==> config.mk <==
export PLATFORM = sky130hd
export DESIGN_NAME = mem_port_arbiter_flat
export DESIGN_NICKNAME = d
export VERILOG_FILES = /design/src/rtl/mips_mem_pkg.sv /design/src/rtl/mem_port_arbiter_if.sv /design/src/rtl/mem_port_arbiter_arb2_rr.sv /design/src/rtl/mem_port_arbiter.sv /design/src/flat_wrapper.sv
export SDC_FILE = /design/constraint.sdc
export NUM_CORES = 1
export LEC_CHECK = 0
export ABC_AREA = 1
export ABC_CLOCK_PERIOD_IN_PS = 1330
export BUFFER_PORTS_ARGS = -buffer_cell sky130_fd_sc_hd__buf_2
export CORE_MARGIN = 2
export CORE_UTILIZATION = 44
export CTS_CLUSTER_SIZE = 40
export DETAILED_ROUTE_END_ITERATION = 16
export PLACE_DENSITY = 0.74
export SKIP_CTS_REPAIR_TIMING = 1
export SLEW_MARGIN = 40
export SYNTH_ARGS = -nofsm -noshare
export SYNTH_HDL_FRONTEND = slang
export SYNTH_SLANG_ARGS = --single-unit
==> constraint.sdc <==
create_clock -name clk -period 1.33 [get_ports clk]
set_input_delay 0.0665 -clock clk [delete_from_list [all_inputs] [get_ports clk]]
set_output_delay 0.0665 -clock clk [all_outputs]
set_load 0.01 [all_outputs]
==> src/rtl/mips_mem_pkg.sv <==
// Shared types and constants for the byte-serial memory port arbiter.
package mips_mem_pkg;

   typedef enum logic [1:0] {
      IDLE = 2'd0,
      XFER = 2'd1,
      DONE = 2'd2
   } state_t;

   localparam int   BEATS   = 4;
   localparam logic PORT_IF = 1'b0;
   localparam logic PORT_D  = 1'b1;

endpackage

==> src/rtl/mem_port_arbiter_if.sv <==
// Request/response bundle between the multicycle core, the arbiter and the byte-wide memory.
// Handshake: a port holds its req level until the cycle its done pulses; done marks rdata valid.
interface mem_port_arbiter_if #(
   parameter int ADDR_W = 16
);
   logic              if_req;
   logic [31:0]       if_adr;
   logic              if_done;
   logic [31:0]       if_rdata;
   logic              d_req;
   logic              d_we;
   logic [31:0]       d_adr;
   logic [31:0]       d_wdata;
   logic              d_done;
   logic [31:0]       d_rdata;
   logic [ADDR_W-1:0] m_adr;
   logic              m_we;
   logic [7:0]        m_wdata;
   logic [7:0]        m_rdata;

   modport master (
      output if_req, if_adr, d_req, d_we, d_adr, d_wdata, m_rdata,
      input  if_done, if_rdata, d_done, d_rdata, m_adr, m_we, m_wdata
   );

   modport slave (
      input  if_req, if_adr, d_req, d_we, d_adr, d_wdata, m_rdata,
      output if_done, if_rdata, d_done, d_rdata, m_adr, m_we, m_wdata
   );
endinterface

==> src/rtl/mem_port_arbiter_arb2_rr.sv <==
// Two-requester grant logic. MEM_ARB_RR_EN selects round-robin; otherwise D wins every tie.
module arb2_rr
   import mips_mem_pkg::*;
(
   input  logic clk,
   input  logic rst_n,
   input  logic req_if_i,
   input  logic req_d_i,
   input  logic take_i,
   output logic gnt_valid_o,
   output logic gnt_id_o
);

   assign gnt_valid_o = req_if_i | req_d_i;

`ifdef MEM_ARB_RR_EN
   // prio_q names the port that wins the next tie
   logic prio_q, prio_d;

   always_comb begin
      gnt_id_o = req_d_i ? PORT_D : PORT_IF;
      if (req_if_i && req_d_i) gnt_id_o = prio_q;
      prio_d = prio_q;
      if (take_i && gnt_valid_o) prio_d = ~gnt_id_o;
   end

   always_ff @(posedge clk) begin
      if (!rst_n) prio_q <= PORT_IF;
      else        prio_q <= prio_d;
   end
`else
   logic unused_arb;
   assign unused_arb = ^{clk, rst_n, take_i};
   assign gnt_id_o   = req_d_i ? PORT_D : PORT_IF;
`endif

endmodule

==> src/rtl/mem_port_arbiter.sv <==
// Serialises 32-bit IF/D accesses into four little-endian byte beats on a shared memory.
// Tie policy set by MEM_ARB_RR_EN (round-robin when defined, D-priority otherwise).
module mem_port_arbiter
   import mips_mem_pkg::*;
#(
   parameter int ADDR_W = 16
) (
   input  logic                clk,
   input  logic                rst_n,
   mem_port_arbiter_if.slave   bus,
   output state_t              dbg_state_o
);

   state_t            state_q;
   logic [1:0]        beat_q;
   logic              port_q;
   logic [ADDR_W-1:0] m_adr_q;
   logic              m_we_q;
   logic [7:0]        m_wdata_q;
   logic [31:0]       wdata_q;
   logic [31:0]       rbuf_q, rbuf_d;
   logic [31:0]       if_rdata_q, d_rdata_q;
   logic              if_done_q, d_done_q;
   logic              gnt_valid, gnt_id;
   logic [31:0]       sel_wdata;
   logic              unused_adr_hi;

   arb2_rr u_arb (
      .clk         (clk),
      .rst_n       (rst_n),
      .req_if_i    (bus.if_req),
      .req_d_i     (bus.d_req),
      .take_i      (state_q == IDLE),
      .gnt_valid_o (gnt_valid),
      .gnt_id_o    (gnt_id)
   );

   // Incoming bytes enter at the top so beat 0 ends up in bits [7:0].
   assign rbuf_d        = {bus.m_rdata, rbuf_q[31:8]};
   assign sel_wdata     = (gnt_id == PORT_D && bus.d_we) ? bus.d_wdata : 32'h0;
   assign unused_adr_hi = ^{bus.if_adr[31:ADDR_W], bus.d_adr[31:ADDR_W]};

   always_ff @(posedge clk) begin
      if (!rst_n) begin
         state_q    <= IDLE;
         beat_q     <= 2'd0;
         port_q     <= PORT_IF;
         m_adr_q    <= '0;
         m_we_q     <= 1'b0;
         m_wdata_q  <= 8'h0;
         wdata_q    <= 32'h0;
         rbuf_q     <= 32'h0;
         if_rdata_q <= 32'h0;
         d_rdata_q  <= 32'h0;
         if_done_q  <= 1'b0;
         d_done_q   <= 1'b0;
      end else begin
         if_done_q <= 1'b0;
         d_done_q  <= 1'b0;
         case (state_q)
            IDLE: begin
               if (gnt_valid) begin
                  port_q    <= gnt_id;
                  m_adr_q   <= (gnt_id == PORT_D) ? bus.d_adr[ADDR_W-1:0] : bus.if_adr[ADDR_W-1:0];
                  m_we_q    <= (gnt_id == PORT_D) & bus.d_we;
                  wdata_q   <= sel_wdata;
                  m_wdata_q <= sel_wdata[7:0];
                  beat_q    <= 2'd0;
                  state_q   <= XFER;
               end
            end
            XFER: begin
               rbuf_q    <= rbuf_d;
               wdata_q   <= {8'h0, wdata_q[31:8]};
               m_wdata_q <= wdata_q[15:8];
               beat_q    <= beat_q + 2'd1;
               if (beat_q == 2'(BEATS - 1)) begin
                  m_we_q  <= 1'b0;
                  state_q <= DONE;
                  if (port_q == PORT_IF) begin
                     if_rdata_q <= rbuf_d;
                     if_done_q  <= 1'b1;
                  end else begin
                     if (!m_we_q) d_rdata_q <= rbuf_d;
                     d_done_q <= 1'b1;
                  end
               end else begin
                  m_adr_q <= m_adr_q + ADDR_W'(1);
               end
            end
            DONE:    state_q <= IDLE;
            default: state_q <= IDLE;
         endcase
      end
   end

   assign bus.if_done  = if_done_q;
   assign bus.if_rdata = if_rdata_q;
   assign bus.d_done   = d_done_q;
   assign bus.d_rdata  = d_rdata_q;
   assign bus.m_adr    = m_adr_q;
   // A reset arriving mid-beat must suppress that beat's write at the coming edge.
   assign bus.m_we     = m_we_q & rst_n;
   assign bus.m_wdata  = m_wdata_q;
   assign dbg_state_o  = state_q;

endmodule

==> src/flat_wrapper.sv <==
// flat-port wrapper written by rule: the top's interface ports become plain ports
module mem_port_arbiter_flat import mips_mem_pkg::*;
#(
   parameter int ADDR_W = 16
)
  (clk, rst_n, dbg_state_o, bus_if_req, bus_if_adr, bus_d_req, bus_d_we, bus_d_adr, bus_d_wdata, bus_m_rdata, bus_if_done, bus_if_rdata, bus_d_done, bus_d_rdata, bus_m_adr, bus_m_we, bus_m_wdata);
  mem_port_arbiter_if #(.ADDR_W(ADDR_W)) bus_i ();
  input  logic clk;
  input  logic rst_n;
  output state_t dbg_state_o;
  input wire logic [$bits(bus_i.if_req)-1:0] bus_if_req;
  input wire logic [$bits(bus_i.if_adr)-1:0] bus_if_adr;
  input wire logic [$bits(bus_i.d_req)-1:0] bus_d_req;
  input wire logic [$bits(bus_i.d_we)-1:0] bus_d_we;
  input wire logic [$bits(bus_i.d_adr)-1:0] bus_d_adr;
  input wire logic [$bits(bus_i.d_wdata)-1:0] bus_d_wdata;
  input wire logic [$bits(bus_i.m_rdata)-1:0] bus_m_rdata;
  output wire logic [$bits(bus_i.if_done)-1:0] bus_if_done;
  output wire logic [$bits(bus_i.if_rdata)-1:0] bus_if_rdata;
  output wire logic [$bits(bus_i.d_done)-1:0] bus_d_done;
  output wire logic [$bits(bus_i.d_rdata)-1:0] bus_d_rdata;
  output wire logic [$bits(bus_i.m_adr)-1:0] bus_m_adr;
  output wire logic [$bits(bus_i.m_we)-1:0] bus_m_we;
  output wire logic [$bits(bus_i.m_wdata)-1:0] bus_m_wdata;
  assign bus_i.if_req = bus_if_req;
  assign bus_i.if_adr = bus_if_adr;
  assign bus_i.d_req = bus_d_req;
  assign bus_i.d_we = bus_d_we;
  assign bus_i.d_adr = bus_d_adr;
  assign bus_i.d_wdata = bus_d_wdata;
  assign bus_i.m_rdata = bus_m_rdata;
  assign bus_if_done = bus_i.if_done;
  assign bus_if_rdata = bus_i.if_rdata;
  assign bus_d_done = bus_i.d_done;
  assign bus_d_rdata = bus_i.d_rdata;
  assign bus_m_adr = bus_i.m_adr;
  assign bus_m_we = bus_i.m_we;
  assign bus_m_wdata = bus_i.m_wdata;
  mem_port_arbiter #(.ADDR_W(ADDR_W)) u_core (.clk(clk), .rst_n(rst_n), .bus(bus_i), .dbg_state_o(dbg_state_o));
endmodule
Word level (Yosys, flattened, before mapping)
Cells that the tools add are included.
{"block": "word_totals", "reg_bits": 160, "input_bits": 109, "out_inout_bits": 93, "word_cells": 55}
{"block": "op_classes", "add_sub_neg": 2, "eq_ne": 5, "n_mux": 20, "bitwise_logic": 5, "n_reduce_logical": 11}
{"op": "two-way mux 32 bit", "n": 2}
{"op": "one-hot mux 32 bit (2 select lines)", "n": 1}
{"op": "two-way mux 16 bit", "n": 3}
{"op": "one-hot mux 16 bit (2 select lines)", "n": 1}
{"op": "adder 16 x 1 -> 16 bit, second input constant", "n": 1}
{"op": "one-hot mux 8 bit (2 select lines)", "n": 1}
{"op": "AND reduction 3 bit", "n": 4}
{"op": "two-way mux 8 bit", "n": 1}
{"op": "one-hot mux 2 bit (2 select lines)", "n": 2}
{"op": "two-way mux 2 bit", "n": 3}
{"op": "AND reduction 2 bit", "n": 3}
{"op": "two-way mux 1 bit", "n": 5}
{"op": "inequality test 2 x 1 -> 1 bit, second input constant", "n": 2}
{"op": "AND reduction 4 bit", "n": 1}
{"op": "adder 2 x 1 -> 2 bit, second input constant", "n": 1}
{"op": "bitwise AND 1 bit", "n": 2}
{"op": "== test 2 x 1 -> 1 bit, second input constant", "n": 1}
{"op": "== test 2 bit, second input constant", "n": 1}
{"op": "logical NOT 2 bit", "n": 1}
{"op": "inequality test 2 bit, second input constant", "n": 1}
{"op": "NOT 1 bit", "n": 2}
{"op": "one-hot mux 1 bit (2 select lines)", "n": 1}
{"op": "nonzero test 2 bit", "n": 1}
{"op": "logical AND 1 bit", "n": 1}
{"op": "OR 1 bit", "n": 1}

Depth between registers and ports, before layout
Gate-level depths: netlist of the first run.
{"block": "logic_depth", "ltp_word": 5, "depth_mapped": 8, "ltp_nobuf": 7}

Modules after synthesis
A second synthesis of the first run with hierarchy kept.
{"block": "unflattened", "hier_cells": 818, "hier_area_um2": 6133.4}
{"module": "mem_port_arbiter", "n_inst": 1, "cells_per_inst": 814, "area_each_um2": 6114.6, "seq_area_each_um2": 2882.8}
{"module": "arb2_rr", "n_inst": 1, "cells_per_inst": 4, "area_each_um2": 18.8, "seq_area_each_um2": 0.0}

Worst setup path after synthesis of the first run
No wires, ideal clock.
{"block": "synth_path", "kind": "reg-to-reg", "startpoint": "register u_core.m_adr_q[1] (netlist: u_core.bus.m_adr[1])", "endpoint": "register u_core.m_adr_q[10] (netlist: u_core.bus.m_adr[10])", "setup_time_ns": 0.070, "t_arrival_ns": 1.261, "t_required_ns": 1.260, "slack_ns": -0.001, "path_stages_with_launch": 8, "n_path_buf": 0, "period_less_slack_ns": 1.331, "path_cell_list": "dfxtp_1 > ha_1 > nand3_1 > nor2_2 > nand2_1 > o21bai_1 > nand2_1 > a21oi_1"}
{"block": "synth_via", "elab_chain_len": 3}
{"element": "start, declared", "line_no": "mem_port_arbiter.sv:17", "text": "logic [ADDR_W-1:0] m_adr_q;"}
{"element": "start signal, assigned", "line_no": "mem_port_arbiter.sv:64", "text": "m_adr_q <= (gnt_id == PORT_D) ? bus.d_adr[ADDR_W-1:0] : bus.if_adr[ADDR_W-1:0];"}
{"element": "start signal, assigned", "line_no": "mem_port_arbiter.sv:88", "text": "m_adr_q <= m_adr_q + ADDR_W'(1);"}
{"element": "adder 16 x 1 -> 16 bit", "line_no": "mem_port_arbiter.sv:88"}
{"element": "two-way mux 16 bit", "line_no": "mem_port_arbiter.sv:77", "text": "if (beat_q == 2'(BEATS - 1)) begin"}
{"element": "one-hot mux 16 bit (2 select lines)", "line_no": "mem_port_arbiter.sv:60", "text": "case (state_q)"}
Every way passes these cells. The select of a mux whose other input is x is not followed.
A chain may end at the register's enable or synchronous reset.

Worst setup path in the final report of the first run
{"block": "layout_path", "startpoint": "register u_core.beat_q[1]", "endpoint": "register u_core.if_rdata_q[18] (netlist: u_core.bus.if_rdata[18])"}
{"block": "layout_via", "elab_chain_len": 2}
{"element": "start, declared", "line_no": "mem_port_arbiter.sv:15", "text": "logic [1:0] beat_q;"}
{"element": "start signal, assigned", "line_no": "mem_port_arbiter.sv:76", "text": "beat_q <= beat_q + 2'd1;"}
{"element": "== test 2 bit", "line_no": "mem_port_arbiter.sv:77"}
{"element": "AND reduction 3 bit (no source line)"}
{"element": "end signal, assigned", "line_no": "mem_port_arbiter.sv:81", "text": "if_rdata_q <= rbuf_d;"}
{"element": "end, declared", "line_no": "mem_port_arbiter.sv:22", "text": "logic [31:0] if_rdata_q, d_rdata_q;"}
Every way passes these cells.

==> results by stage, run 1 <==
Timing:
- Measured against its own limit, the worst slew margin works out to 72.8%.
- Based on the critical path, the design can be clocked at up to 0.752 GHz.
- The max-slew violation count came to 0.
- The pin slew with the least headroom to its limit is 0.409 ns.
- The final count of hold timing violations is 1.
- For the finished layout, the period the worst path requires is 1.33 ns.
- The final setup skew is 0.00797 ns.
- Across all hold checks on the routed design, the worst slack comes to -0.0376 ns.
- Setup violations remaining at the end of the flow were counted as 1.
- The share of the clock period used by the worst path after layout is 100%.
- The setup slack after layout is -0.000496 ns.
- Setup repair after global routing could not meet its margin everywhere.

Cells and area:
- Relative to the synthesized area, the layout overhead comes to 44.9%.
- For this run, the post-layout net count is 1146.
- The post-layout instance area is 8550 sq um.
- The fraction of final layout cells sized beyond drive strength 1 is 30.3%.
- The antenna diode count is 0.

Synth:
- The dominant cell type by area after synthesis is sky130_fd_sc_hd__dfxtp_1.
- In this run, synthesis produced a sequential element count of 144.
- The number of synthesized flops with an enable pin is 0.
- Synthesis produced a netlist whose cell count is 808.
- In the synthesized netlist the async set-or-reset flop fraction comes to 0%.
- Of the post-synthesis cell area, the dominant cell type holds 48.9%.
- The number of nets in the synthesized netlist is 919.
- The most used flip-flop cell after synthesis is sky130_fd_sc_hd__dfxtp_1.
- The number of different library cells used by synthesis comes to 28.
- The warning count from the yosys run is 0.
- The commonest cells after synthesis are 215 x sky130_fd_sc_hd__nor2_1, 144 x sky130_fd_sc_hd__dfxtp_1, 129 x sky130_fd_sc_hd__o21ai_0.
- The cell area that synthesis handed to floorplanning was 5900 sq um.
- Among all cell types in the netlist, the one instantiated most often is sky130_fd_sc_hd__nor2_1.
- The post-synthesis sequential area ratio is 48.9%.
- Ranked by total cell area, the synthesized netlist is headed by sky130_fd_sc_hd__dfxtp_1 49%, sky130_fd_sc_hd__nor2_1 14%, sky130_fd_sc_hd__o21ai_0 11%, sky130_fd_sc_hd__nand2_1 7.7%, sky130_fd_sc_hd__a31oi_1 3.2%.
- A synthesized cell averages 7.30 sq um.

Routing:
- The average routed wire per standard cell is 14.5 um.
- In this run the remaining antenna-violating nets after routing total 0.
- The total met2 wirelength after detailed routing is 9020 um.
- The initial detailed-routing violation count is 388.
- Detailed routing placed a total of 1150 um of wire on met3.
- The overall routed net length is 17700 um.
- Using the TritonRoute via totals, the vias-per-cell ratio works out to 5.05.
- The uppermost layer routed is met4.
- The count of vias placed by the detailed router is 6177.
- In the routed design, unresolved DRC markers number 0.
- The first-pass detailed-route iteration total is 5.
- The detailed-route wire length on metal 1 is 7320 um.

Critical path:
- The type of element capturing the critical path is a register.
- The startpoint-to-endpoint class of the critical path is register to register.
- In this run the critical register-to-register path is launched from u_core.beat_q[1].
- The startpoint type of the worst setup path is a register.
- For flop-to-flop paths, the worst setup slack is -0.0005 ns.
- STA puts the critical path data required time at 1.64 ns.
- The critical path data arrival time is 1.64 ns.
- The worst-path maximum fanout is 16.
- The worst setup path startpoint is u_core.beat_q[1].

Clock network:
- Clock-pin slew was measured on the worst setup and hold paths at 0.06 ns.
- The clock tree synthesis step divided the H-tree into 4 levels.
- TritonCTS built the clock tree.
- The clock tree root buffer cell is sky130_fd_sc_hd__clkbuf_16.
- In this run, CTS created clock tree buffers numbering 17.
- Counting along the longest clock path gives a buffer depth of 2.
- The clock sink count is 144.
- The clock latency of the later-clocked register in the worst-skew pair is 0.42 ns.

Global route:
- Entering global routing, the biggest net connects 54 pins.
- The initial antenna violation count came to 0.
- The number of global-route vias before repair was 5450.
- The global-route wire length before repair is 25700 um.
- For this run, the total global-route usage over all layers was measured as 22.3%.
- The total overflow reported by the global router is 0.

Power and ir drop:
- The largest vdd supply drop is 0.702 mV.
- Dividing total power by cell area gives a power density of 1300 nW/um^2.
- Power comes to 0.0111 W.
- The analysis attributes to cell leakage a power of 3.78 nW.

Status:
- The final reports fail on hold timing, setup timing.
- The flow ran to the end, but the final reports show violations.

Floorplan:
- The chip height is 120 um.
- The count of boundary I/O pins is 202.
- The core region is 13200 sq um.
- The die covers 14300 sq um.
- The placement row count is 42.
- The die is 120 um wide.
- Once the floorplan was initialized, standard cells occupied 44.7% of the core.

Worst hold path:
- The worst hold path belongs to the class input port to register.
- The startpoint of the worst hold path is bus_if_adr[4].

Placement:
- The count of buffers inserted at the top-level ports is 169.
- The half-perimeter wire length after placement is 10600 um.
- In this run the cell area measured after placement is 7120 sq um.
- Routability-driven placement finished with a final weighted congestion of 0.850.

Job:
- The max-capacitance violation count is 0.
-- path summary, 6_finish.rpt --
path                                  end  depth (start not counted)
setup reg to reg  u_core.bus.if_rdata[18]                          7
setup / recovery  u_core.bus.if_rdata[18]                          7
hold / removal        u_core.bus.m_adr[4]                          3
hold reg to reg        u_core.wdata_q[26]                          2
-- final cells by class --
| cell class | count | area (sq um) |
|---|---|---|
| fillers | 1119 | 4640 |
| well taps | 176 | 220 |
| clock buffers | 23 | 488 |
| inverters | 40 | 164 |
| multi-input cells | 567 | 2690 |
| flip-flops and latches | 144 | 2890 |
| clock inverters | 9 | 153 |
| repair buffers | 265 | 1940 |
-- layer usage --
metal | vias to the layer above | GRT usage, %
met5 | - | 0
met4 | 0 | 6.54
met3 | 25 | 6.32
met2 | 237 | 38.7
met1 | 2818 | 26.9
li1 | 3097 | -
-- stage by stage --
step	std cells	util (%)	TNS, ns	setup WS, ns
after detailed placement	1141	54.0	-4.41	-0.150
after global placement	1141	54.0	-0.132	-0.0257
after floorplan	808	-	0	0.0385
after CTS	1173	58.8	-5.58	-0.157
final	1224	64.8	-0.000496	-0.000496
after global routing	1224	64.8	-2.77	-0.0792
-- report_power, final --
group | internal [W] | switching [W] | total [W]
logic | 0.000617 | 0.000724 | 0.00134
registers | 0.00450 | 0.000180 | 0.00468
clock network | 0.00334 | 0.00177 | 0.00511
-- flip-flops by register name, indices dropped and copies added (netlist names) --
signal	cells
u_core.dbg_state_o	2
u_core.rbuf_q	24
u_core.bus.if_rdata	32
u_core.bus.m_adr	16
u_core.m_we_q	1
u_core.bus.d_rdata	32
u_core.port_q	1
u_core.bus.d_done	1
u_core.wdata_q	32
u_core.bus.if_done	1
u_core.beat_q	2
-- critical path: stages, from the launching register on --
cell and delay [ns]:
sky130_fd_sc_hd__dfxtp_2 0.35, sky130_fd_sc_hd__ha_4 0.15, sky130_fd_sc_hd__inv_2 0.04, sky130_fd_sc_hd__nor2_4 0.14, sky130_fd_sc_hd__nand2_4 0.13, sky130_fd_sc_hd__clkbuf_16 0.22, sky130_fd_sc_hd__o21ai_2 0.14, sky130_fd_sc_hd__nor2_1 0.05
-- layout by cell type (no fill, tap or decap), types with 3 or more instances in the layout --
master                          count
sky130_fd_sc_hd__nand4_1            3
sky130_fd_sc_hd__nor2_2            11
sky130_fd_sc_hd__a21oi_1           23
sky130_fd_sc_hd__clkbuf_16         22
sky130_fd_sc_hd__o21ai_1           47
sky130_fd_sc_hd__buf_6              4
sky130_fd_sc_hd__o21ai_0           72
sky130_fd_sc_hd__nor2_1           204
sky130_fd_sc_hd__nand2_2            4
sky130_fd_sc_hd__o21bai_1           5
sky130_fd_sc_hd__inv_2              4
sky130_fd_sc_hd__dfxtp_2            9
sky130_fd_sc_hd__clkbuf_8           4
sky130_fd_sc_hd__nand2_4            3
sky130_fd_sc_hd__clkinv_2           4
sky130_fd_sc_hd__a31oi_1           30
sky130_fd_sc_hd__o21ai_2           20
sky130_fd_sc_hd__nand2_1          118
sky130_fd_sc_hd__buf_12            13
sky130_fd_sc_hd__nor2_4             4
sky130_fd_sc_hd__buf_4             32
sky130_fd_sc_hd__bufinv_16          4
sky130_fd_sc_hd__inv_1             33
sky130_fd_sc_hd__dfxtp_1          135
sky130_fd_sc_hd__buf_2            169
sky130_fd_sc_hd__dlygate4sd3_1     41
sky130_fd_sc_hd__nand3_1           14
-- kinds of logic (layout without fill, tap and decap cells) --
| group | after synthesis | count (layout) | share of synthesized area (%) |
|---|---|---|---|
| and+or+nand+nor | 364 | 364 | 24.3 |
| AOI/OAI and AO/OA | 201 | 201 | 18.1 |
| DFF | 144 | 144 | 48.9 |
| buffers and inverters | 97 | 337 | 8.29 |
| adders and majority gates | 2 | 2 | 0.424 |
Note: power is estimated with default switching activity, not from simulation.
==> inputs of run 2 (changes only) <==
Settings changed: ABC_CLOCK_PERIOD_IN_PS 1330 to 1600, CELL_PAD_IN_SITES_DETAIL_PLACEMENT from default to 0, CELL_PAD_IN_SITES_GLOBAL_PLACEMENT from default to 1, CORE_UTILIZATION 44 to 38, PLACE_DENSITY 0.74 to default, PLACE_DENSITY_LB_ADDON from default to 0.1.
Clock period 1.33 ns to 1.6 ns, I/O delays scaled along.
==> run 2 against run 1 <==
The run ends with hold timing left. Combinational power decreased by 29%. Final cell count down 1.7%. Design area is 7.9% lower. Largest cell class unchanged. Largest power group unchanged. Highest routed layer unchanged.
==> results by stage, run 2 (synthesized netlist as in run 1, its figures left out) <==
Timing:
- The minimum period implied by the final worst setup slack is 1.44 ns (+0.109 ns).
- The share of the clock period used by the worst path after layout is 89.9% (-10 points).
- The max-slew violation count is 0 (unchanged).
- The total negative slack for setup checks is 0 ns (+0.000496 ns).
- The maximum clock frequency came to 0.695 GHz (-7.6%).
- The pin slew with the least headroom to its limit is 0.461 ns (+0.0521 ns).
- The final-report setup violation count came to 0 (-1).
- The tightest hold margin came to -0.0216 ns (+0.0160 ns).
- The setup slack after layout is 0.161 ns (+0.161 ns).
- Setup repair after global routing left no endpoint under its margin.
- The final setup skew is 0.00894 ns (+0.000968 ns).
- The worst slew margin relative to its limit was 69.3% (-3.5 points).
- The final count of hold timing violations is 4 (+3).

Power and ir drop:
- The part of the total power dissipated in combinational logic is 10.7% (-1.3 points).
- The net load switching power was 0.00218 W (-18%).
- The register share of total power is 43.8% (+1.8 points).
- The fraction of power spent switching nets is 24.6% (+0.59 points).
- The largest vdd supply drop is 0.768 mV (+9.5%).
- The static power due to leakage is 3.45 nW (-8.7%).
- The share of total power in the clock network is 45.5% (-0.4 points).
- The total power per unit cell area came to 1130 nW/um^2 (-14%).
- The overall power consumption came to 0.00886 W (-20%).
- The internal cell power came to 0.00668 W (-21%).

Routing:
- The count of vias placed by the detailed router is 5798 (-6.1%).
- The first-pass detailed-route iteration total came to 4 (-1).
- The average routed wire per standard cell is 13.6 um (-6.2%).
- The remaining routing DRC violations was 0 (unchanged).
- The count of nets left with antenna violations after detail routing is 0 (unchanged).
- The initial detailed-routing violation count was 362 (-6.7%).
- The post-detailed-route via-to-cell ratio is 4.82 (-4.5%).
- The overall routed net length is 16300 um (-7.8%).

Placement:
- The count of buffers inserted at the top-level ports was 169 (unchanged).
- The routability-driven placement congestion ratio is 0.794 (-6.7%).
- The worst slack at placement is 0.0884 ns (+0.238 ns).
- The half-perimeter wire length after placement is 11000 um (+3.6%).

Critical path:
- The data required time at the worst endpoint was 1.91 ns (+0.27 ns).
- The worst-path maximum fanout was 20 (+4).
- The startpoint of the lowest-slack register-to-register path is u_core.beat_q[0].
- The startpoint type of the worst setup path is a register.
- In this run the critical register-to-register path is captured at u_core.bus.d_rdata[3].
- The worst setup path is captured at a register.
- The number of cell instances on the worst register-to-register path came to 7 (unchanged).
- The setup slack of the most critical reg-to-reg path was 0.16 ns (+0.16 ns).
- The critical path data arrival time is 1.75 ns (+0.11 ns).
- By startpoint and endpoint, the worst setup path is classified as register to register.

Floorplan:
- The horizontal die dimension is 129 um (+7.4%).
- The full die area is 16500 sq um (+15%).
- The starting density of the core is 38.8% (-5.9 points).
- The count of boundary I/O pins is 202 (unchanged).
- The chip height is 129 um (+7.4%).
- The area of the core was 15200 sq um (+15%).
- The placement row count was 45 (+7.1%).

Global route:
- The total overflow reported by the global router is 0 (unchanged).
- The largest net degree at the start of global routing came to 57 (+5.6%).
- The number of global-route vias before repair is 5375 (-1.4%).
- The global-route wire length before repair was 26000 um (+1.2%).
- The initial antenna violation count is 0 (unchanged).
- The global router's overall resource usage was 19.8% (-2.5 points).

Cells and area:
- The area growth from synthesis to final layout is 33.5%.
- The number of nets in the finished design came to 1112 (-3.0%).
- The filler cell count in the final layout is 1515 (+35%).
- The register area was 2880 sq um (-0.39%).
- Leaving out fill and tap cells, the most frequent cell in the layout is sky130_fd_sc_hd__nor2_1.
- The area of combinational cells with multiple inputs is 2530 sq um (-6.0%).
- The fraction of final layout cells sized beyond drive strength 1 came to 23.3% (-7.1 points).
- The library cells used most frequently in the layout, excluding fill and tap cells, are 215 x sky130_fd_sc_hd__nor2_1, 169 x sky130_fd_sc_hd__buf_2, 144 x sky130_fd_sc_hd__dfxtp_1, 129 x sky130_fd_sc_hd__o21ai_0, 121 x sky130_fd_sc_hd__nand2_1.

Status:
- The checks that failed: hold timing.
- The run finished, with violations left.

Worst hold path:
- The cell depth of the worst hold path was 3 (unchanged).
- The worst min-delay path endpoint is u_core.bus.m_adr[5].
- The startpoint of the worst hold path is bus_d_adr[5].
- The tightest min-delay check is of the input port to register type.

Job:
- The max-capacitance violation count was 0 (unchanged).

Clock network:
- The buffer depth of the longest clock path is 2 (unchanged).
- The number of H-tree levels was 4 (unchanged).
- The clock sink count was 144 (unchanged).
- The clock latency of the later-clocked register in the worst-skew pair is 0.42 ns (about the same).
- The number of CTS-inserted buffers is 17 (unchanged).
- TritonCTS built the clock tree.
- The clock transition at the registers of the reported paths is 0.06 ns (about the same).
- The clock tree root buffer cell is sky130_fd_sc_hd__clkbuf_16.
[run 2: changes by cell type in the layout (fill, tap and decap cells not counted), moves of 10 or more]
cell,previous run,this run
sky130_fd_sc_hd__buf_4,32,17
sky130_fd_sc_hd__o21ai_0,72,129
sky130_fd_sc_hd__o21ai_1,47,8
sky130_fd_sc_hd__o21ai_2,20,2
sky130_fd_sc_hd__nor2_1,204,215
sky130_fd_sc_hd__nor2_2,11,1
[run 2: cell type report]
cell class	instances	area share (%)
flip-flops and latches	144	36.6
multi-input cells	567	32.1
repair buffers	231	18.7
clock buffers	22	5.89
well taps	188	2.99
inverters	40	1.97
clock inverters	10	1.70
diodes	1	0.0318
[run 2: worst max path at each step]
| stage | slack [ns] | start | end |
|---|---|---|---|
| 5_1_grt | 0.002 | u_core.beat_q[0] | u_core.bus.if_rdata[17] |
| 3_5_place_dp | 0.09 | u_core.dbg_state_o[1] | u_core.wdata_q[1] |
| 3_3_place_gp | 0.13 | u_core.dbg_state_o[1] | u_core.wdata_q[22] |
| 4_1_cts | 0.08 | u_core.dbg_state_o[1] | u_core.wdata_q[1] |
| 6_report | 0.16 | u_core.beat_q[0] | u_core.bus.d_rdata[3] |
| 2_1_floorplan | 0.27 | u_core.bus.m_adr[1] | u_core.bus.m_adr[10] |
[run 2: worst max-delay path: stages (launching register included)]
cell                      delay [ns]
sky130_fd_sc_hd__dfxtp_1        0.35
sky130_fd_sc_hd__ha_1           0.19
sky130_fd_sc_hd__inv_1          0.07
sky130_fd_sc_hd__nor2_4         0.13
sky130_fd_sc_hd__nand2_2        0.09
sky130_fd_sc_hd__buf_4          0.21
sky130_fd_sc_hd__o21ai_0        0.23
sky130_fd_sc_hd__nor2_1         0.06
[run 2: power groups by stage]
stage | Clock (W) | Combinational [W] | Sequential, W
2_1_floorplan | 0 | 0.000531 | 0.00394
3_3_place_gp | 0 | 0.000866 | 0.00395
3_5_place_dp | 0 | 0.000874 | 0.00396
4_1_cts | 0.00411 | 0.000879 | 0.00388
5_1_grt | 0.00427 | 0.00108 | 0.00390
6_report | 0.00404 | 0.000947 | 0.00388
[run 2: per-layer routing]
| metal | global-route usage, % | vias up | share of wire (%) |
|---|---|---|---|
| li1 | - | 3012 | - |
| met1 | 24.1 | 2606 | 45 |
| met2 | 34.0 | 152 | 49 |
| met3 | 5.49 | 28 | 4.8 |
| met4 | 6.71 | 0 | 1.9 |
| met5 | 0 | - | 0 |
[run 2: per-stage QoR]
stage / util (%) / std cells / hold WS, ns / cell area (sq um)
after floorplan: - / 808 / 0.224 / 5900
after global placement: 45.2 / 1130 / 0.333 / 6870
after detailed placement: 45.2 / 1130 / 0.342 / 6870
after CTS: 49.1 / 1162 / -0.112 / 7470
after global routing: 51.8 / 1202 / 0.00379 / 7870
final: 51.8 / 1203 / -0.0216 / 7880
